$ cat config.mk
export PLATFORM = sky130hd
export DESIGN_NAME = vga_stream_out
export DESIGN_NICKNAME = d
export VERILOG_FILES = /design/src/rtl/vga_stream_out_pkg.sv /design/src/rtl/vga_stream_out_counter.sv /design/src/rtl/vga_stream_out.sv
export SDC_FILE = /design/constraint.sdc
export NUM_CORES = 1
export LEC_CHECK = 0
export BUFFER_PORTS_ARGS = -buffer_cell sky130_fd_sc_hd__buf_2
export CELL_PAD_IN_SITES_DETAIL_PLACEMENT = 0
export CELL_PAD_IN_SITES_GLOBAL_PLACEMENT = 1
export CORE_MARGIN = 5
export CORE_UTILIZATION = 41
export CTS_BUF_LIST = sky130_fd_sc_hd__clkbuf_2 sky130_fd_sc_hd__clkbuf_4 sky130_fd_sc_hd__clkbuf_8
export DETAILED_ROUTE_END_ITERATION = 8
export GPL_ROUTABILITY_DRIVEN = 0
export PLACE_DENSITY = 0.85
export SLEW_MARGIN = 20
export SYNTH_ARGS = -nofsm -noshare
export SYNTH_HDL_FRONTEND = slang
export SYNTH_SLANG_ARGS = --single-unit
$ cat constraint.sdc
create_clock -name clk_pixel -period 2.1 [get_ports clk_pixel]
set_clock_uncertainty 0.1 [all_clocks]
set_input_delay 0.105 -clock clk_pixel [delete_from_list [all_inputs] [get_ports clk_pixel]]
set_output_delay 0.105 -clock clk_pixel [all_outputs]
set_load 0.03 [all_outputs]
$ cat src/rtl/vga_stream_out_pkg.sv
// Shared video definitions for the pixel path.
// Holds the default raster timing sets (640x480@60 and 1280x720@60),
// the RGB444 pixel type and a small helper to derive raster totals.
// Used by vga_stream_out, the frame-buffer fetch and the hdmi_interface glue.
package vga_stream_out_pkg;

    // 640x480@60, 25.175 MHz pixel clock
    localparam int unsigned VGA_H_ACTIVE = 640;
    localparam int unsigned VGA_H_FP     = 16;
    localparam int unsigned VGA_H_SYNC   = 96;
    localparam int unsigned VGA_H_BP     = 48;
    localparam int unsigned VGA_V_ACTIVE = 480;
    localparam int unsigned VGA_V_FP     = 10;
    localparam int unsigned VGA_V_SYNC   = 2;
    localparam int unsigned VGA_V_BP     = 33;

    // 1280x720@60, 74.25 MHz pixel clock (1650 x 750 total)
    localparam int unsigned HD_H_ACTIVE = 1280;
    localparam int unsigned HD_H_FP     = 110;
    localparam int unsigned HD_H_SYNC   = 40;
    localparam int unsigned HD_H_BP     = 220;
    localparam int unsigned HD_V_ACTIVE = 720;
    localparam int unsigned HD_V_FP     = 5;
    localparam int unsigned HD_V_SYNC   = 5;
    localparam int unsigned HD_V_BP     = 20;

    // RGB444 pixel, packed as {r[11:8], g[7:4], b[3:0]}
    typedef struct packed {
        logic [3:0] r;
        logic [3:0] g;
        logic [3:0] b;
    } rgb444_t;

    // Total slots per line / lines per frame from the four timing regions.
    function automatic int unsigned timing_total(
        input int unsigned active,
        input int unsigned fp,
        input int unsigned sync,
        input int unsigned bp
    );
        return active + fp + sync + bp;
    endfunction

endpackage

$ cat src/rtl/vga_stream_out_counter.sv
// Free-running raster position counter (video_counter role).
// h_cnt counts pixel slots 0..H_TOTAL-1 every clock; v_cnt advances when
// h_cnt wraps and counts lines 0..V_TOTAL-1.
// Ports:
//   clk_pixel - pixel clock
//   reset     - synchronous, active-high; forces both counters to 0
//   h_cnt     - horizontal slot index
//   v_cnt     - line index
module vga_stream_out_counter #(
    parameter int unsigned H_TOTAL = 800,
    parameter int unsigned V_TOTAL = 525,
    localparam int HW = $clog2(H_TOTAL),
    localparam int VW = $clog2(V_TOTAL)
) (
    input  logic          clk_pixel,
    input  logic          reset,
    output logic [HW-1:0] h_cnt,
    output logic [VW-1:0] v_cnt
);

    localparam logic [HW-1:0] H_MAX = HW'(H_TOTAL - 1);
    localparam logic [VW-1:0] V_MAX = VW'(V_TOTAL - 1);

    always_ff @(posedge clk_pixel) begin
        if (reset) begin
            h_cnt <= '0;
            v_cnt <= '0;
        end else if (h_cnt == H_MAX) begin
            h_cnt <= '0;
            v_cnt <= (v_cnt == V_MAX) ? '0 : v_cnt + 1'b1;
        end else begin
            h_cnt <= h_cnt + 1'b1;
        end
    end

endmodule

$ cat src/rtl/vga_stream_out.sv
// Streams RGB444 pixels onto a free-running VGA raster for hdmi_interface.
// Ports:
//   clk_pixel            - pixel clock (single clock domain)
//   reset                - synchronous, active-high
//   pix_data/pix_valid   - incoming pixel stream, {r,g,b} RGB444
//   pix_ready            - high in every active slot
//   frame_start          - pulse at the first active slot of a frame
//   line_start           - pulse at the first active slot of each active line
//   underflow_clr        - clears the sticky underflow flag
//   underflow            - sticky: an active slot found pix_valid low
//   vga_hsync/vsync/blank, vga_r/g/b - registered timing and colour
//
// Handshake: pix_ready is asserted combinationally in every active slot and
// never depends on pix_valid. A pixel is consumed in any cycle where both
// pix_ready and pix_valid are high. The raster never waits for the source:
// an active slot with pix_valid low is shown black and raises underflow.
module vga_stream_out
    import vga_stream_out_pkg::*;
#(
    parameter int unsigned H_ACTIVE = VGA_H_ACTIVE,
    parameter int unsigned H_FP     = VGA_H_FP,
    parameter int unsigned H_SYNC   = VGA_H_SYNC,
    parameter int unsigned H_BP     = VGA_H_BP,
    parameter int unsigned V_ACTIVE = VGA_V_ACTIVE,
    parameter int unsigned V_FP     = VGA_V_FP,
    parameter int unsigned V_SYNC   = VGA_V_SYNC,
    parameter int unsigned V_BP     = VGA_V_BP,
    parameter logic        SYNC_POL = 1'b0
) (
    input  logic        clk_pixel,
    input  logic        reset,
    input  logic [11:0] pix_data,
    input  logic        pix_valid,
    output logic        pix_ready,
    output logic        frame_start,
    output logic        line_start,
    input  logic        underflow_clr,
    output logic        underflow,
    output logic        vga_hsync,
    output logic        vga_vsync,
    output logic        vga_blank,
    output logic [3:0]  vga_r,
    output logic [3:0]  vga_g,
    output logic [3:0]  vga_b
);

    localparam int unsigned H_TOTAL = timing_total(H_ACTIVE, H_FP, H_SYNC, H_BP);
    localparam int unsigned V_TOTAL = timing_total(V_ACTIVE, V_FP, V_SYNC, V_BP);
    localparam int HW = $clog2(H_TOTAL);
    localparam int VW = $clog2(V_TOTAL);

    // Region boundaries at counter width
    localparam logic [HW-1:0] H_ACT_END = HW'(H_ACTIVE);
    localparam logic [HW-1:0] HS_START  = HW'(H_ACTIVE + H_FP);
    localparam logic [HW-1:0] HS_END    = HW'(H_ACTIVE + H_FP + H_SYNC);
    localparam logic [VW-1:0] V_ACT_END = VW'(V_ACTIVE);
    localparam logic [VW-1:0] VS_START  = VW'(V_ACTIVE + V_FP);
    localparam logic [VW-1:0] VS_END    = VW'(V_ACTIVE + V_FP + V_SYNC);

    logic [HW-1:0] h_cnt;
    logic [VW-1:0] v_cnt;

    logic    active;
    logic    hsync_on;
    logic    vsync_on;
    logic    miss;
    rgb444_t px;

    vga_stream_out_counter #(
        .H_TOTAL (H_TOTAL),
        .V_TOTAL (V_TOTAL)
    ) u_counter (
        .clk_pixel (clk_pixel),
        .reset     (reset),
        .h_cnt     (h_cnt),
        .v_cnt     (v_cnt)
    );

    always_comb begin
        active   = (h_cnt < H_ACT_END) && (v_cnt < V_ACT_END);
        hsync_on = (h_cnt >= HS_START) && (h_cnt < HS_END);
        vsync_on = (v_cnt >= VS_START) && (v_cnt < VS_END);
        px       = rgb444_t'(pix_data);
        miss     = active && !pix_valid;
    end

    // Strobes are gated with reset so nothing is offered while the raster
    // is being restarted.
    assign pix_ready   = active && !reset;
    assign frame_start = !reset && (h_cnt == '0) && (v_cnt == '0);
    assign line_start  = !reset && (h_cnt == '0) && (v_cnt < V_ACT_END);

    // All VGA outputs trail the counter state by one cycle.
    always_ff @(posedge clk_pixel) begin
        if (reset) begin
            vga_blank <= 1'b1;
            vga_hsync <= ~SYNC_POL;
            vga_vsync <= ~SYNC_POL;
            vga_r     <= '0;
            vga_g     <= '0;
            vga_b     <= '0;
            underflow <= 1'b0;
        end else begin
            vga_blank <= ~active;
            vga_hsync <= hsync_on ? SYNC_POL : ~SYNC_POL;
            vga_vsync <= vsync_on ? SYNC_POL : ~SYNC_POL;
            if (active && pix_valid) begin
                vga_r <= px.r;
                vga_g <= px.g;
                vga_b <= px.b;
            end else begin
                vga_r <= '0;
                vga_g <= '0;
                vga_b <= '0;
            end
            // A fresh miss outranks a clear arriving in the same cycle.
            if (miss) begin
                underflow <= 1'b1;
            end else if (underflow_clr) begin
                underflow <= 1'b0;
            end
        end
    end

endmodule

==> out/results.txt, run 1 <==
status -> complete, no violations
row count -> 22
Final Max Slew Viols -> 0
post-layout util -> 53.5%
r2r startpoint -> u_counter.h_cnt[0]
clock sink total -> 36
Hold WS -> 0.0388 ns
final hold vios -> 0
Worst path max stage delay -> 0.36 ns
critical path's top delay family -> simple AND/OR/NAND/NOR gates
Worst Path Required -> 1.89 ns
GRT Overall Usage -> 14.5%
antenna-violating nets left -> 0
Slew HR -> 70.8%
Post-synth EDFFs -> 0
H-tree depth -> 2
largest fanout on the critical path -> 13
Initial Util -> 42.0%
CTS tree -> done
Post-synth top flop -> dfxtp_1
MaxCap Viol Count -> 0
fin crit period -> 1.88 ns
distinct cell type count after synthesis -> 38
IO buf count -> 34
Setup CP Type -> register to output pin
Worst-Skew Late Latency -> 0.28 ns
root buffer cell -> clkbuf_8
crit end category -> output pin
DR WL/cell -> 13.4 microns
Max Clk Rate -> 533 MHz
YS warnings -> 0
drt first pass iters -> 4
WP buf/inv -> 2
main combinational cell family by area after synthesis -> simple AND/OR/NAND/NOR gates
largest net degree at the start of global routing -> 14
Synth Area in Simple Gates -> 31.7%
DP Worst Slack -> 0.322 ns
Die H -> 71.2 microns
Final WS setup -> 0.224 ns
CTS clk-pin slew, worst paths -> 0.07 ns
io pins -> 35
total gr overflow -> 0
RSZ-0062 raised after global routing -> false
Post-CTS Setup Inserts -> 0
ant diodes -> 0
DRC Markers -> 0
power density cells -> 662 nW/um^2
Yosys reg bits -> 36
Synth Cell Area -> 1540 sq um
first-pass GRT wire length -> 5.89 mm
clock buffer count from CTS -> 5
syn_area_per_cell -> 9.38 sq um
Setup crit start kind -> register
DR iter-0 viols -> 71
nets -> 233
via count -> 1,312
initial antenna violation count -> 0
area fraction in compound gates after synthesis -> 6.27%
Seq/Total Area, Yosys -> 46.9%
synthesized instance count -> 164
Max clock buf depth -> 2
hold crit path type -> input port to register
post-synthesis mux area share -> 1.30%
Worst Tran Pin Value -> 0.437 ns
Synth Area in XOR/XNOR -> 6.27%
setup TNS -> 0 ns
final WL -> 3.48 mm
area delta synth->final -> 27.3%
hpwl dp -> 2.44 mm
Die Area -> 5080 sq um
via/cell ratio -> 5.05
vias in the first global route -> 1,369
Worst Path Arrival -> 1.67 ns
Worst Setup SP -> u_counter.v_cnt[6]
die width -> 71.2 microns
adder-cell share of the synthesized area -> 4.07%
Synth async-reset ratio -> 0%
Tcrit/Tclk final -> 89.3%
Leak -> 0.814 nW
final non-filler cell total -> 260
critical path's slowest cell -> dfxtp_1
Mapped Nets -> 185
maximum vdd drop -> 435 uV
Hold Path Origin -> reset
final setup fails -> 0
core area -> 3660 sq um
Placed Cells -> 240
share of layout cells above drive strength 1 -> 24.1%
crit-path cells -> and4_1 > nor2_1 > nand3b_1 > inv_1 > buf_2
==> cells by family after synthesis <==
family | Yosys count
compound gates | 15
xor+xnor | 11
fa+ha+maj | 5
buf+inv | 13
flops | 36
mux | 2
simple gates | 82
==> registers in the layout, summed over array words and instances (netlist names) <==
| name | count |
|---|---|
| underflow | 1 |
| vga_blank | 1 |
| vga_g | 4 |
| vga_vsync | 1 |
| vga_b | 4 |
| u_counter.v_cnt | 10 |
| vga_r | 4 |
| vga_hsync | 1 |
| u_counter.h_cnt | 10 |
==> final timing paths <==
kind                                            to  slack (ns)  depth (start not counted)
worst min register to register  u_counter.h_cnt[0]        0.38                          1
worst max register to register  u_counter.v_cnt[8]        0.28                          5
worst min-delay path            u_counter.h_cnt[4]        0.04                          2
worst max-delay path                     pix_ready        0.22                          5
==> metrics by stage <==
step / instance area, sq um / power, mW
2_1_floorplan: 1540 / 0.791
3_3_place_gp: 1740 / 0.826
3_5_place_dp: 1740 / 0.831
4_1_cts: 1950 / 1.31
5_1_grt: 1960 / 1.35
6_report: 1960 / 1.30
==> per-layer routing <==
metal | vias to the layer above | wire length, microns | global-route usage (%)
met2 | 38 | 1810 | 25.4
met3 | 4 | 232 | 6.03
met1 | 603 | 1400 | 15.7
met5 | - | 0 | 0
met4 | 0 | 36 | 5.01
li1 | 667 | - | -
==> layout by cell type, fill, tap and decap left out, drive strengths merged, types with 2 or more instances in the layout <==
cell	synthesis	final
and4	3	3
nor4	3	3
or3	2	2
nand3	7	7
mux2i	2	2
nand2	9	9
o21ai	5	5
nand4	8	8
xor2	4	4
inv	7	7
dfxtp	36	36
dlygate4sd3	0	13
xnor2	7	7
clkbuf	3	5
a21oi	5	5
buf	3	34
nor3	5	5
and3	15	15
nor2	23	23
ha	5	5
==> synthesized netlist by cell type (2+ instances only) <==
| cell | n | area, sq um |
|---|---|---|
| nand4_1 | 7 | 43.8 |
| nor2_1 | 22 | 82.6 |
| xor2_1 | 4 | 35.0 |
| buf_2 | 2 | 10.0 |
| inv_1 | 7 | 26.3 |
| dfxtp_1 | 36 | 721 |
| or3_1 | 2 | 12.5 |
| nor4_1 | 3 | 18.8 |
| nor3_1 | 5 | 25.0 |
| mux2i_1 | 2 | 20.0 |
| and3_1 | 14 | 87.6 |
| clkbuf_1 | 3 | 11.3 |
| a21oi_1 | 5 | 25.0 |
| nand2_1 | 9 | 33.8 |
| ha_1 | 5 | 62.6 |
| nand3_1 | 6 | 30.0 |
| xnor2_1 | 7 | 61.3 |
| o21ai_0 | 5 | 25.0 |
==> area by class of cell <==
cell class / instances / area [sq um]
Tap cell: 48 / 60.1
Multi-Input combinational cell: 115 / 768
Inverter: 7 / 26.3
Timing Repair Buffer: 47 / 300
Sequential cell: 36 / 721
Clock buffer: 5 / 68.8
Fill cell: 347 / 1700
Clock inverter: 2 / 12.5
==> power by group <==
part           internal (mW)  leakage (nW)  switching, mW  total, mW
Clock                  0.224        0.0400          0.236      0.460
Combinational         0.0542         0.481         0.0719      0.126
Sequential             0.699         0.293        0.00954      0.709
==> timing repair <==
| item | in CTS | in global routing |
|---|---|---|
| hold endpoints to repair | 13 | 0 |
| endpoints found under the setup margin | 0 | 1 |
| hold buffers | 13 | 0 |
| gates resized for setup | 0 | 1 |
Power figures use the tool's default switching activity.
==> run 2: changes to the inputs <==
==> constraint.sdc (replaced) <==
create_clock -name clk_pixel -period 2.1 [get_ports clk_pixel]
set_clock_uncertainty 0.1 [all_clocks]
set_input_delay 0.42 -clock clk_pixel [delete_from_list [all_inputs] [get_ports clk_pixel]]
set_output_delay 0.42 -clock clk_pixel [all_outputs]
set_load 0.03 [all_outputs]
==> out/results.txt, run 2 (synthesis results as in run 1) <==
largest fanout on the critical path -> 3 (-10)
vias in the first global route -> 1,237 (-9.6%)
Setup CP Type -> register to output pin
IO buf count -> 34 (unchanged)
core area -> 3660 sq um (unchanged)
clock sink total -> 36 (unchanged)
largest net degree at the start of global routing -> 14 (unchanged)
power density cells -> 686 nW/um^2 (+3.7%)
critical path's slowest cell -> dfxtp_4
GRT Overall Usage -> 13.5% (-0.98 points)
DP Area -> 1760 sq um (+1.3%)
Max clock buf depth -> 2 (unchanged)
Worst Tran Pin Value -> 0.335 ns (-0.102 ns)
status -> complete, no violations
antenna-violating nets left -> 0 (unchanged)
RSZ-0062 raised after global routing -> true
setup TNS -> 0 ns (unchanged)
hpwl dp -> 2.46 mm (+0.47%)
first-pass GRT wire length -> 5.46 mm (-7.3%)
commonest cells after routing, fill and taps aside -> 34 x dfxtp_1, 31 x buf_2, 21 x nor2_1
Max Clk Rate -> 488 MHz (-8.4%)
r2r startpoint -> u_counter.h_cnt[1]
largest registers -> u_counter.h_cnt: 10 flops, u_counter.v_cnt: 10 flops
via/cell ratio -> 5.15 (+2.0%)
Worst R2R End -> u_counter.v_cnt[6]
post-layout util -> 52.9% (-0.51 points)
area delta synth->final -> 26.0%
nets -> 229 (-1.7%)
multi-input logic area -> 786 sq um (+2.3%)
maximum vdd drop -> 379 uV (-13%)
Setup crit start kind -> register
via count -> 1,323 (+0.84%)
Gate power share -> 9.7% (about the same)
switching share of power -> 25.7% (+1.1 points)
Internal -> 0.988 mW (+1.1%)
WP buf/inv -> 2 (unchanged)
Slew HR -> 77.7% (+6.9 points)
Die H -> 71.2 microns (unchanged)
final WL -> 3.36 mm (-3.4%)
Worst Path Required -> 1.58 ns (-0.31 ns)
Die Area -> 5080 sq um (unchanged)
commonest non-fill, non-tap cell in the layout -> dfxtp_1
fin crit period -> 2.05 ns (+0.171 ns)
critical path's top delay family -> simple AND/OR/NAND/NOR gates
ant diodes -> 0 (unchanged)
Leak -> 0.819 nW (+0.64%)
sequential power share -> 53.2% (-1.5 points)
final hold vios -> 0 (unchanged)
Worst Path Arrival -> 1.53 ns (-0.14 ns)
final setup fails -> 0 (unchanged)
crit-path cells -> inv_1 > ha_1 > nor4b_4 > nand4_1 > nor3_2 > buf_4
root buffer cell -> clkbuf_8
share of layout cells above drive strength 1 -> 32.1% (+8.0 points)
initial antenna violation count -> 0 (unchanged)
Final WS setup -> 0.0529 ns (-0.171 ns)
number of cells on the worst reg-to-reg path -> 6 (+1)
drt first pass iters -> 4 (unchanged)
MaxCap Viol Count -> 0 (unchanged)
DR iter-0 viols -> 68 (-4.2%)
clock buffer count from CTS -> 5 (unchanged)
CTS clk-pin slew, worst paths -> 0.08 ns (about the same)
CTS tree -> done
fill count -> 343 (-1.2%)
io pins -> 35 (unchanged)
crit end category -> output pin
DP Worst Slack -> 0.189 ns (-0.133 ns)
row count -> 22 (unchanged)
Worst path max stage delay -> 0.35 ns (about the same)
DRC Markers -> 0 (unchanged)
total gr overflow -> 0 (unchanged)
hold crit path type -> input port to register
die width -> 71.2 microns (unchanged)
cell depth of the worst hold path -> 2 (unchanged)
Initial Util -> 42.0% (unchanged)
hold_buf cts -> 0 (-13)
Clk pwr share -> 37.1% (+1.6 points)
Tcrit/Tclk final -> 97.5% (+8.2 points)
NetSw -> 0.341 mW (+7.5%)
Reg area -> 728 sq um (+1.0%)
Hold Path Origin -> pix_data[7]
hold worst-path end -> vga_g[3]
Final Max Slew Viols -> 0 (unchanged)
r2r setup slk -> 0.21 ns (-0.07 ns)
H-tree depth -> 2 (unchanged)
Worst-Skew Late Latency -> 0.29 ns (about the same)
DR WL/cell -> 13.1 microns (-2.3%)
Finished Cell Area -> 1940 sq um (-0.96%)
## run 2: cell types whose count changed in the layout (fill, tap and decap cells not counted), sizes merged
cell         change
buf              +9
dlygate4sd3     -13
clkinvlp         +1
## run 2: repair_timing
action	CTS	global route
gates cloned	0	0
gates resized for setup	6	7
hold endpoints to repair	0	0
pin swaps	1	1
setup buffers	0	6
endpoints found under the setup margin	3	3
## run 2: cell type report
cell class	count	area share, %
clock buffer	5	3.55
sequential	36	37.6
timing repair buffer	43	12.7
multi-input combinational	115	40.5
tap	48	3.10
inverter	7	1.36
clock inverter	3	1.23
## run 2: power by group through the flow
stage / clock network, mW / registers, mW / logic, mW
3_3_place_gp: 0 / 0.723 / 0.106
3_5_place_dp: 0 / 0.724 / 0.108
6_report: 0.493 / 0.707 / 0.129
2_1_floorplan: 0 / 0.746 / 0.0445
4_1_cts: 0.515 / 0.708 / 0.113
5_1_grt: 0.541 / 0.709 / 0.139
## run 2: how the worst max path moves through the flow
stage | endpoint | from | slack, ns | cells past startpoint
after CTS | line_start | u_counter.h_cnt[0] | 0.009 | 6
after global placement | line_start | u_counter.h_cnt[0] | 0.27 | 6
after detailed placement | line_start | u_counter.h_cnt[0] | 0.19 | 6
final | line_start | u_counter.h_cnt[0] | 0.05 | 6
after global routing | pix_ready | u_counter.v_cnt[5] | -0.02 | 5
after floorplan | line_start | u_counter.h_cnt[0] | 0.07 | 5
## run 2: metrics by stage
| step | instances | total power, mW | hold slack [ns] |
|---|---|---|---|
| 5_1_grt | 257 | 1.39 | 0.244 |
| 3_3_place_gp | 243 | 0.828 | 0.342 |
| 2_1_floorplan | 164 | 0.791 | 0.328 |
| 4_1_cts | 251 | 1.34 | 0.247 |
| 6_report | 257 | 1.33 | 0.257 |
| 3_5_place_dp | 243 | 0.832 | 0.345 |
## run 2: layer usage
| layer | up-vias | wire (microns) | global-route usage (%) |
|---|---|---|---|
| li1 | 659 | - | - |
| met1 | 624 | 1410 | 16.0 |
| met2 | 36 | 1690 | 21.7 |
| met3 | 4 | 232 | 5.89 |
| met4 | 0 | 24 | 5.01 |
| met5 | - | 0 | 0 |
